<file path="src/rtl/ser_pkg.sv">
// Shared definitions for the bit serializer: FSM state encoding, beat-count
// helpers and the optional parity-beat count.
// Optional feature macro: SER_PARITY_EN (appends one even-parity beat per word).
package ser_pkg;

    // Two-state FSM encoding, kept as plain constants for legacy tools.
    typedef logic [0:0] state_t;
    localparam state_t IDLE  = 1'b0;
    localparam state_t SHIFT = 1'b1;

    // Number of beats emitted after the N data beats.
`ifdef SER_PARITY_EN
    localparam int PARITY_BEATS = 1;
`else
    localparam int PARITY_BEATS = 0;
`endif

    // Beat counter width: wide enough to hold the value N, which the parity
    // beat needs when it is enabled.
    function automatic int cnt_width(input int n);
        return $clog2(n + 1);
    endfunction

endpackage

</file>
<file path="src/rtl/bit_mux.sv">
// N:1 single-bit multiplexer. Index values >= N select 0; the serializer
// never drives such values, but the mux stays well defined for any N.
module bit_mux #(
    parameter int N = 5,
    localparam int SEL_W = $clog2(N)
) (
    input  logic [N-1:0]     w,
    input  logic [SEL_W-1:0] sel,
    output logic             out
);

    // Pick the bit of w addressed by sel.
    always_comb begin
        // NOTE: assigning a default before any conditional keeps always_comb free of inferred latches.
        out = 1'b0;
        for (int i = 0; i < N; i++) begin
            if (sel == SEL_W'(i)) begin
                out = w[i];
            end
        end
    end

endmodule

</file>
<file path="src/rtl/piso_bit_serializer.sv">
// Parallel-in, serial-out bit serializer with valid/ready on both sides.
// A word accepted in IDLE is emitted LSB first, one bit per completed beat.
// Optional feature macro: SER_PARITY_EN (adds a trailing even-parity beat).
module piso_bit_serializer
    import ser_pkg::*;
#(
    parameter int N = 5,
    localparam int SEL_W = $clog2(N)
) (
    input  logic             clk,
    input  logic             rst_n,
    input  logic             in_valid,
    output logic             in_ready,
    input  logic [N-1:0]     in_data,
    output logic             out_valid,
    input  logic             out_ready,
    output logic             out_bit,
    output logic             out_last,
    output logic [SEL_W-1:0] sel,
    output logic             busy
);

    localparam int CNT_W = cnt_width(N);
    localparam logic [CNT_W-1:0] LAST_BEAT = CNT_W'(N - 1 + PARITY_BEATS);
    localparam logic [CNT_W-1:0] SEL_MAX   = CNT_W'(N - 1);

    state_t           state;
    logic [N-1:0]     word;
    logic [CNT_W-1:0] cnt;
    logic             data_bit;

    // FSM, word register and beat counter; a beat completes on valid && ready.
    always_ff @(posedge clk or negedge rst_n) begin
        if (!rst_n) begin
            // NOTE: sequential state uses non-blocking assignments so every register samples pre-edge values.
            state <= IDLE;
            word  <= '0;
            cnt   <= '0;
        end else begin
            case (state)
                IDLE: begin
                    if (in_valid) begin
                        word  <= in_data;
                        cnt   <= '0;
                        state <= SHIFT;
                    end
                end
                SHIFT: begin
                    if (out_ready) begin
                        if (cnt == LAST_BEAT) begin
                            cnt   <= '0;
                            state <= IDLE;
                        end else begin
                            cnt <= cnt + 1'b1;
                        end
                    end
                end
                default: state <= IDLE;
            endcase
        end
    end

    // Handshake and status flags depend on registered state only, so there is
    // no combinational path from out_ready or in_valid to any output.
    assign in_ready  = (state == IDLE);
    assign out_valid = (state == SHIFT);
    assign busy      = (state == SHIFT);
    assign out_last  = (state == SHIFT) && (cnt == LAST_BEAT);

    // Bit index: follows the counter, clamped to N-1 for the parity beat.
    always_comb begin
        sel = cnt[SEL_W-1:0];
        if (cnt >= SEL_MAX) begin
            sel = SEL_W'(N - 1);
        end
    end

    bit_mux #(.N(N)) u_bit_mux (
        .w   (word),
        .sel (sel),
        .out (data_bit)
    );

    // Serial output, forced low outside SHIFT; parity replaces data on beat N.
    always_comb begin
        out_bit = 1'b0;
        if (state == SHIFT) begin
`ifdef SER_PARITY_EN
            out_bit = (cnt == CNT_W'(N)) ? ^word : data_bit;
`else
            out_bit = data_bit;
`endif
        end
    end

endmodule

</file>
<file path="config.mk">
export PLATFORM = sky130hd
export DESIGN_NAME = piso_bit_serializer
export DESIGN_NICKNAME = d
export VERILOG_FILES = /design/src/rtl/ser_pkg.sv /design/src/rtl/bit_mux.sv /design/src/rtl/piso_bit_serializer.sv
export SDC_FILE = /design/constraint.sdc
export NUM_CORES = 1
export LEC_CHECK = 0
export BUFFER_PORTS_ARGS = -buffer_cell sky130_fd_sc_hd__buf_4
export CORE_AREA = 2 2 39 41
export DETAILED_ROUTE_END_ITERATION = 10
export DIE_AREA = 0 0 41 43
export GPL_ROUTABILITY_DRIVEN = 0
export GPL_TIMING_DRIVEN = 0
export SLEW_MARGIN = 20
export SYNTH_ARGS = -nofsm -noshare
export SYNTH_HDL_FRONTEND = slang
export SYNTH_SLANG_ARGS = --single-unit
</file>
<file path="constraint.sdc">
create_clock -name clk -period 1.7 [get_ports clk]
set_input_delay 0.255 -clock clk [delete_from_list [all_inputs] [get_ports clk]]
set_output_delay 0.255 -clock clk [all_outputs]
set_load 0.01 [all_outputs]
</file>
Yosys cells after proc, flatten, opt, wreduce, memory -nomap -nowiden

Cells that the tools add are included.

Reduce and logical (&&, ||, !) cells: 4
Bitwise gates (word level): 1
Equality and inequality tests: 7
Multiplexer cells: 15
$lt $le $gt $ge: 1
Add/sub/neg operators: 1

Operator list:

| operator            | number |
|---|---|
| $mux 3              | 4 |
| $mux 1              | 9 |
| $eq 3x2->1 const B  | 2 |
| $eq 3x3->1 const B  | 2 |
| $pmux 3 s2          | 1 |
| $ne 2x2->1 const B  | 2 |
| $reduce_and 2->1    | 2 |
| $add 3x1->3 const B | 1 |
| $eq 3x1->1 const B  | 1 |
| $ge 3x3->1 const B  | 1 |
| $logic_not 3->1     | 1 |
| $pmux 1 s2          | 1 |
| $logic_and 1x1->1   | 1 |
| $not 1->1           | 1 |

Output and inout port bits: 8
Logic and storage cells: 32
Register bits after elaboration: 9

Depth between registers and ports, before layout

Gate-level depths: netlist of run 1.

Depth after elaboration: 9
Mapped depth: 5

Cells and area by module

Synthesis of run 1 repeated with hierarchy kept, for this count alone.

Cells, all modules: 48
Area total of the unflattened synthesis: 509.2 sq um

Modules (own cells, without submodules):

| module              | area an instance (sq um) | cells an instance | times used |
|---|---|---|---|
| piso_bit_serializer | 455.4                    | 42                | 1 |
| bit_mux             | 53.8                     | 6                 | 1 |

Worst setup path before layout of run 1

No wires, ideal clock.

Kind: register to output
From: reg cnt[0]
To: out out_bit
Path slack: 356 ps
Arrival time: 1089 ps
Stages on the path, launching flop included: 4
Path buffers: 0
Cell sequence: dfrtp_1 mux4_2 mux2i_1 nor2_1

Longest elaborated chain between the ends: 9
Elaborated cells on any way between the ends: 13
Those cells by class: order compare (1); eq/ne (4); mux (7); reduce/logical (1)

Ends and longest elaborated chain:

| what                     | line                      | text |
|---|---|---|
| start: declaration       | piso_bit_serializer.sv:29 | `logic [CNT_W-1:0] cnt;` |
| start signal: assignment | piso_bit_serializer.sv:54 | `cnt <= cnt + 1'b1;` |
| $ge 3x3->1               | piso_bit_serializer.sv:73 | `if (cnt >= SEL_MAX) begin` |
| $mux 3 *                 | piso_bit_serializer.sv:73 |  |
| $logic_not 3->1          | bit_mux.sv:17             | `if (sel == SEL_W'(i)) begin` |
| $mux 1 (4 in a row)      | bit_mux.sv:17             |  |
| $mux 1 *                 | bit_mux.sv:17             |  |
| $mux 1 *                 | piso_bit_serializer.sv:87 | `if (state == SHIFT) begin` |
| end: declaration         | piso_bit_serializer.sv:17 | `output logic out_bit,` |

Every way passes the cells marked *; elsewhere a longest branch is shown, timed or not.

Worst setup path in the final report of run 1

Same ends and word-level chain as after synthesis.

==> results of run 1 <==
-- state kept, by name (all words and copies together) (netlist names) --
name	cells
word	5
cnt	3
busy	1
-- through the flow --
step                total power, mW  TNS, ns
finish                         1.09  -0.0194
global route                   1.18   -0.107
CTS                            1.10  -0.0368
detailed placement            0.912        0
global placement              0.899        0
floorplan                     0.707        0
-- path summary, 6_finish.rpt --
kind	start	to	slack, ns
setup / recovery	cnt[0]	out_bit	-0.02
hold / removal	in_data[2]	word[2]	0.23
setup reg to reg	busy	word[4]	0.37
hold reg to reg	word[1]	word[1]	0.50
max in group asynchronous	rst_n	word[4]	1.20
min in group asynchronous	rst_n	busy	0.35
-- critical path: stages, from the launching register on --
cell and delay, ns:
dfrtp_1 0.38, mux4_2 0.50, mux2i_1 0.14, nor2_1 0.05, buf_4 0.13
-- metal layers --
layer  vias up  wire, microns  track usage  part of all wire
met5         -              0            0                 0
met4         0              0       0.0600                 0
met3         0             72       0.0314             0.081
met2        12            451        0.188              0.51
met1       186            368        0.135              0.41
li1        192              -            -                 -
-- layout by cell type, fill, tap and decap left out --
cell	instances
o21ai_0	3
ha_2	1
a41oi_1	1
clkbuf_1	2
dfrtp_1	9
nand2_1	3
mux2_2	5
buf_2	2
ha_1	1
nor2b_2	1
mux4_2	1
nand3_1	2
a21oi_1	1
clkbuf_4	3
buf_4	18
nor2_1	5
inv_1	4
dlygate4sd3_1	1
mux2i_1	3
-- synthesized netlist by cell type --
library cell	number
ha_1	2
nor2b_2	1
clkbuf_1	1
nor2_1	5
o21ai_0	3
a41oi_1	1
inv_1	4
buf_4	1
mux2i_1	3
dfrtp_1	9
mux2_2	5
buf_2	2
nand2_1	3
a21oi_1	1
mux4_2	1
nand3_1	2
-- report_power, final --
part | switching, mW | internal [mW]
sequential | 0.0544 | 0.311
combinational | 0.244 | 0.313
clock | 0.0729 | 0.0902
-- cell type report --
| class | count | area share |
|---|---|---|
| buffer | 4 | 0.0323 |
| clock buffer | 4 | 0.0398 |
| inverter | 4 | 0.0228 |
| multi-input combinational | 27 | 0.324 |
| sequential | 9 | 0.342 |
| tap | 16 | 0.0304 |
| timing repair buffer | 18 | 0.209 |
-- cell families after synthesis --
| kind of cell | share of synthesized area |
|---|---|
| AOI/OAI and AO/OA | 0.0608 |
| adders and majority gates | 0.0529 |
| buffers and inverters | 0.0767 |
| DFF | 0.476 |
| muxes | 0.230 |
| and+or+nand+nor | 0.103 |
-- timing repair --
| action | in CTS | in global routing |
|---|---|---|
| setup endpoints to repair | 1 | 2 |
| resized for setup | 0 | 1 |
| pin swaps | 0 | 1 |
| hold endpoints to repair | 9 | 0 |
| hold buffers | 1 | 0 |
| setup buffers | 1 | 0 |
==> qor.csv, run 1 <==
stage,metric,value,unit
place,dp_hpwl,705,microns
route,via_count,390,
cts,cts_sinks,9,
cts,cts_max_level,1,
timing,rsz0062_at_grt,yes,
floorplan,die_w,41,microns
finish,fin_area,659,sq um
logic_synthesis,netlist_area,473,sq um
floorplan,row_count,14,
logic_synthesis,syn_nets,55,
timing,setup_viol,1,
logic_synthesis,yosys_warnings,0,
pwr,power_density,1650,mW/mm^2
finish,post-route-util,0.476,
finish,layout.nets,78,
worst_setup_path,cp-end-kind,output port,
route,routed_via_density,4.76,
worst_setup_path,crit_required,1.44,ns
cts,numCtsBuffers,3,
worst_setup_path,critPathLaunchType,register,
worst_setup_path,path_class,reg -> out,
route,wl,892,microns
timing,setup_slack,-0.0194,ns
place,place_ws,0.185,ns
floorplan,coreArea,0.00138,sq mm
timing,drv_slew,0,
cts,clock_path_buffers,2,
place,postPlaceCellArea,613,sq um
grt,grt_max_degree,10,
timing,fmax,582,MHz
cts,clk_latency,0.26,ns
worst_setup_path,crit_fanout,2,
logic_synthesis,yosys-top-cells-area,"dfrtp_1 48%, mux2_2 12%, mux2i_1 6.3%",
route,drtIter0Drc,4,
timing,hold_violations,0,
logic_synthesis,synth-seq-cells,9,
finish,diodes,0,
logic_synthesis,synth_top_area_share,0.476,
route,ant_nets,0,
cts,clk_pin_slew,0.07,ns
grt,antenna_found_initial,0,
timing,tightest_slew,0.278,ns
grt,grt_overflow_total,0,
run_status,status,"finished, violations left",
pwr,ir_drop,0.000551,V
place,dp.cells,76,
cts,cts_tree,yes,
route,drc,0,
logic_synthesis,postSynthAreaPerCell,10.7,sq um
pwr,leakage,0.332,nW
logic_synthesis,postSynthCellCount,44,
cts,root_buffer,clkbuf_4,
finish,regArea,225,sq um
timing,fin_crit,1.72,ns
floorplan,initial_core_util,0.342,
min_path,hold_class,in -> reg,
floorplan,pin_count,17,
timing,slew_headroom,0.814,
finish,layout-drive-gt1-share,0.470,
logic_synthesis,yosys.cell_types.count,16,
worst_setup_path,crit_arrival,1.46,ns
grt,grt_use_total,0.117,
grt,grt_pass1_vias,327,
min_path,holdPathStages,2,
logic_synthesis,ys_seq_area_frac,0.476,
place,io_buffers,16,
worst_setup_path,reg2reg_depth,3,
route,wire_per_inst,10.9,microns
route,drt_pass1_iterations,2,
job,cap_viol_max_count,0,
finish,syn_to_final_growth,39.4,%
logic_synthesis,yosys.area.top_type,dfrtp_1,
finish,multi_input_area,214,sq um
grt,grt_pass1_wl,1340,microns
finish,fill_cells,141,
finish,instances_no_fill,82,
floorplan,die_h,43,microns
timing,fin_hold_ws,0.233,ns
timing,fin_skew,0.00830,ns
floorplan,dieArea,0.00176,sq mm
run_status,violations,setup timing,
timing,min_period_over_period,1.01,
Note: power is estimated with default switching activity, not from simulation.
==> inputs of run 2 (changes only) <==
--- a/config.mk
+++ b/config.mk
@@ -6,9 +6,9 @@
 export NUM_CORES = 1
 export LEC_CHECK = 0
 export BUFFER_PORTS_ARGS = -buffer_cell sky130_fd_sc_hd__buf_4
-export CORE_AREA = 2 2 39 41
+export CORE_AREA = 8 8 45 47
 export DETAILED_ROUTE_END_ITERATION = 10
-export DIE_AREA = 0 0 41 43
+export DIE_AREA = 0 0 53 55
 export GPL_ROUTABILITY_DRIVEN = 0
 export GPL_TIMING_DRIVEN = 0
 export SLEW_MARGIN = 20
==> constraint.sdc (replaced) <==
create_clock -name clk -period 2.14 [get_ports clk]
set_input_delay 0.321 -clock clk [delete_from_list [all_inputs] [get_ports clk]]
set_output_delay 0.321 -clock clk [all_outputs]
set_load 0.01 [all_outputs]
==> run 2 against run 1 <==
Net effect:
- the flow now finishes without violations
- clock skew decreased by 0.0078 ns
- combinational power fell by 25%
- critical endpoint unchanged
- highest routed layer unchanged
- routed wire length rose by 5.6%
- clock power shrank 22%
- core utilization fell by 0.72 points
- final cell count decreased by 1.2%
- die area up 65%
- largest cell class unchanged
- count of clock-buffer cells in the layout did not move
==> qor.csv, run 2 (synthesis gave the netlist of run 1 again) <==
stage,metric,value,unit,change
place,io_buffers,16,,unchanged
floorplan,row_count,14,,unchanged
route,wl,942,microns,+5.6%
finish,layout-drive-gt1-share,0.446,,-0.0235
route,routed_via_density,4.65,,-2.1%
grt,grt_pass1_wl,1600,microns,+20%
cts,cts_tree,yes,,
timing,fmax,545,MHz,
run_status,status,"complete, no violations",,
finish,layout.nets,77,,-1.3%
finish,diodes,0,,unchanged
timing,setup_slack,0.305,ns,+0.324 ns
cts,clock_path_buffers,2,,unchanged
pwr,power_density,1290,mW/mm^2,-21%
cts,cts_max_level,1,,unchanged
worst_setup_path,crit_arrival,1.51,ns,+0.05 ns
finish,final_cell_mix,"17 x buf_4, 9 x dfrtp_1, 5 x nor2_1, 5 x mux2_2, 4 x inv_1",,
cts,postCtsResizedCells,0,,unchanged
finish,largest_register_ff_count,5,,unchanged
cts,numCtsBuffers,3,,unchanged
finish,final_common_cell,buf_4,,
worst_setup_path,critPathLaunchType,register,,
floorplan,die_h,55,microns,+28%
worst_setup_path,crit_start,cnt[0],,
timing,hold_violations,0,,unchanged
pwr,leakage,0.328,nW,-1.1%
timing,fin_skew,0.000459,ns,-0.00784 ns
finish,regMostFlops,word,,
route,drt_pass1_iterations,2,,unchanged
timing,fin_tns_setup,0,ns,+0.0194 ns
floorplan,die_w,53,microns,+29%
cts,cts_sinks,9,,unchanged
cts,clk_latency,0.25,ns,about the same
floorplan,coreArea,0.00138,sq mm,unchanged
timing,rsz0062_at_grt,no,,
worst_setup_path,crit_required,1.82,ns,+0.38 ns
cts,postCtsSetupRepairBufs,0,,-1
floorplan,pin_count,17,,unchanged
route,via_count,377,,-3.3%
job,cap_viol_max_count,0,,unchanged
floorplan,initial_core_util,0.342,,unchanged
timing,setup_viol,0,,-1
timing,slew_headroom,0.811,,-0.00289
route,wire_per_inst,11.6,microns,+6.9%
worst_setup_path,path_class,reg -> out,,
route,drc,0,,unchanged
grt,grt_use_total,0.0716,,-0.0456
route,ant_nets,0,,unchanged
pwr,ir_drop,0.000559,V,+1.4%
place,dp_hpwl,754,microns,+7.0%
grt,grt_max_degree,10,,unchanged
grt,grt_overflow_total,0,,unchanged
timing,tightest_slew,0.282,ns,+0.00431 ns
floorplan,dieArea,0.00292,sq mm,+65%
min_path,hold_class,in -> reg,,
finish,syn_to_final_growth,37.3,%,
route,drtIter0Drc,2,,-2
cts,root_buffer,clkbuf_4,,
min_path,holdCritStartpoint,in_data[1],,
worst_setup_path,reg2reg_from,busy,,
cts,clk_pin_slew,0.06,ns,about the same
timing,drv_slew,0,,unchanged
timing,fin_crit,1.84,ns,
place,place_ws,0.578,ns,+0.392 ns
worst_setup_path,cp-end-kind,output port,,
worst_setup_path,crit_fanout,5,,+3
timing,min_period_over_period,0.858,,
grt,grt_pass1_vias,401,,+23%
grt,antenna_found_initial,0,,unchanged
==> run 2: changes by cell type in the layout (fill, tap and decap cells not counted) <==
cell and change:
buf_4 -1, ha_1 +1, ha_2 -1
==> run 2: stage by stage <==
step | area [sq um] | instances | hold WS (ns) | utilization | total power [mW]
2_1_floorplan | 473 | 44 | 0.0254 | - | 0.562
3_3_place_gp | 613 | 76 | 0.150 | 0.443 | 0.718
3_5_place_dp | 613 | 76 | 0.152 | 0.443 | 0.726
4_1_cts | 649 | 81 | 0.289 | 0.469 | 0.861
5_1_grt | 649 | 81 | 0.295 | 0.469 | 0.931
6_report | 649 | 81 | 0.297 | 0.469 | 0.841
==> run 2: power by group <==
| part | internal [mW] | switching, mW |
|---|---|---|
| logic | 0.235 | 0.183 |
| clock network | 0.0716 | 0.0555 |
| registers | 0.247 | 0.0492 |
| total | 0.554 | 0.287 |
==> run 2: timing repair <==
item,4_1_cts,5_1_grt
endpoints found under the hold margin,9,0
setup endpoints to repair,0,0
hold buffers,1,0
==> run 2: area by class of cell <==
type | instances | area, sq um
fillers | 143 | 734
multi-input cells | 27 | 211
clock buffers | 4 | 26.3
plain buffers | 4 | 21.3
inverters | 4 | 15.0
well taps | 16 | 20.0
repair buffers | 17 | 130
flip-flops and latches | 9 | 225
==> run 2: worst max-delay path: stages (launching register included) <==
cell and delay (ns):
dfrtp_1 0.42, mux4_2 0.51, mux2i_1 0.14, nor2_1 0.05, buf_4 0.14
==> run 2: final timing paths <==
kind,cells past startpoint,slack [ns],endpoint
min,2,0.30,word[1]
max in group asynchronous,2,1.58,cnt[2]
min in group asynchronous,2,0.43,cnt[0]
min reg2reg,1,0.51,word[0]
max reg2reg,3,0.83,word[0]
max,4,0.30,out_bit
==> run 2: routing by layer <==
layer | up-vias | track usage | part of all wire
li1 | 192 | - | -
met2 | 11 | 0.119 | 0.46
met1 | 174 | 0.0792 | 0.44
met3 | 0 | 0.0241 | 0.094
met4 | 0 | 0.0388 | 0
met5 | - | 0 | 0
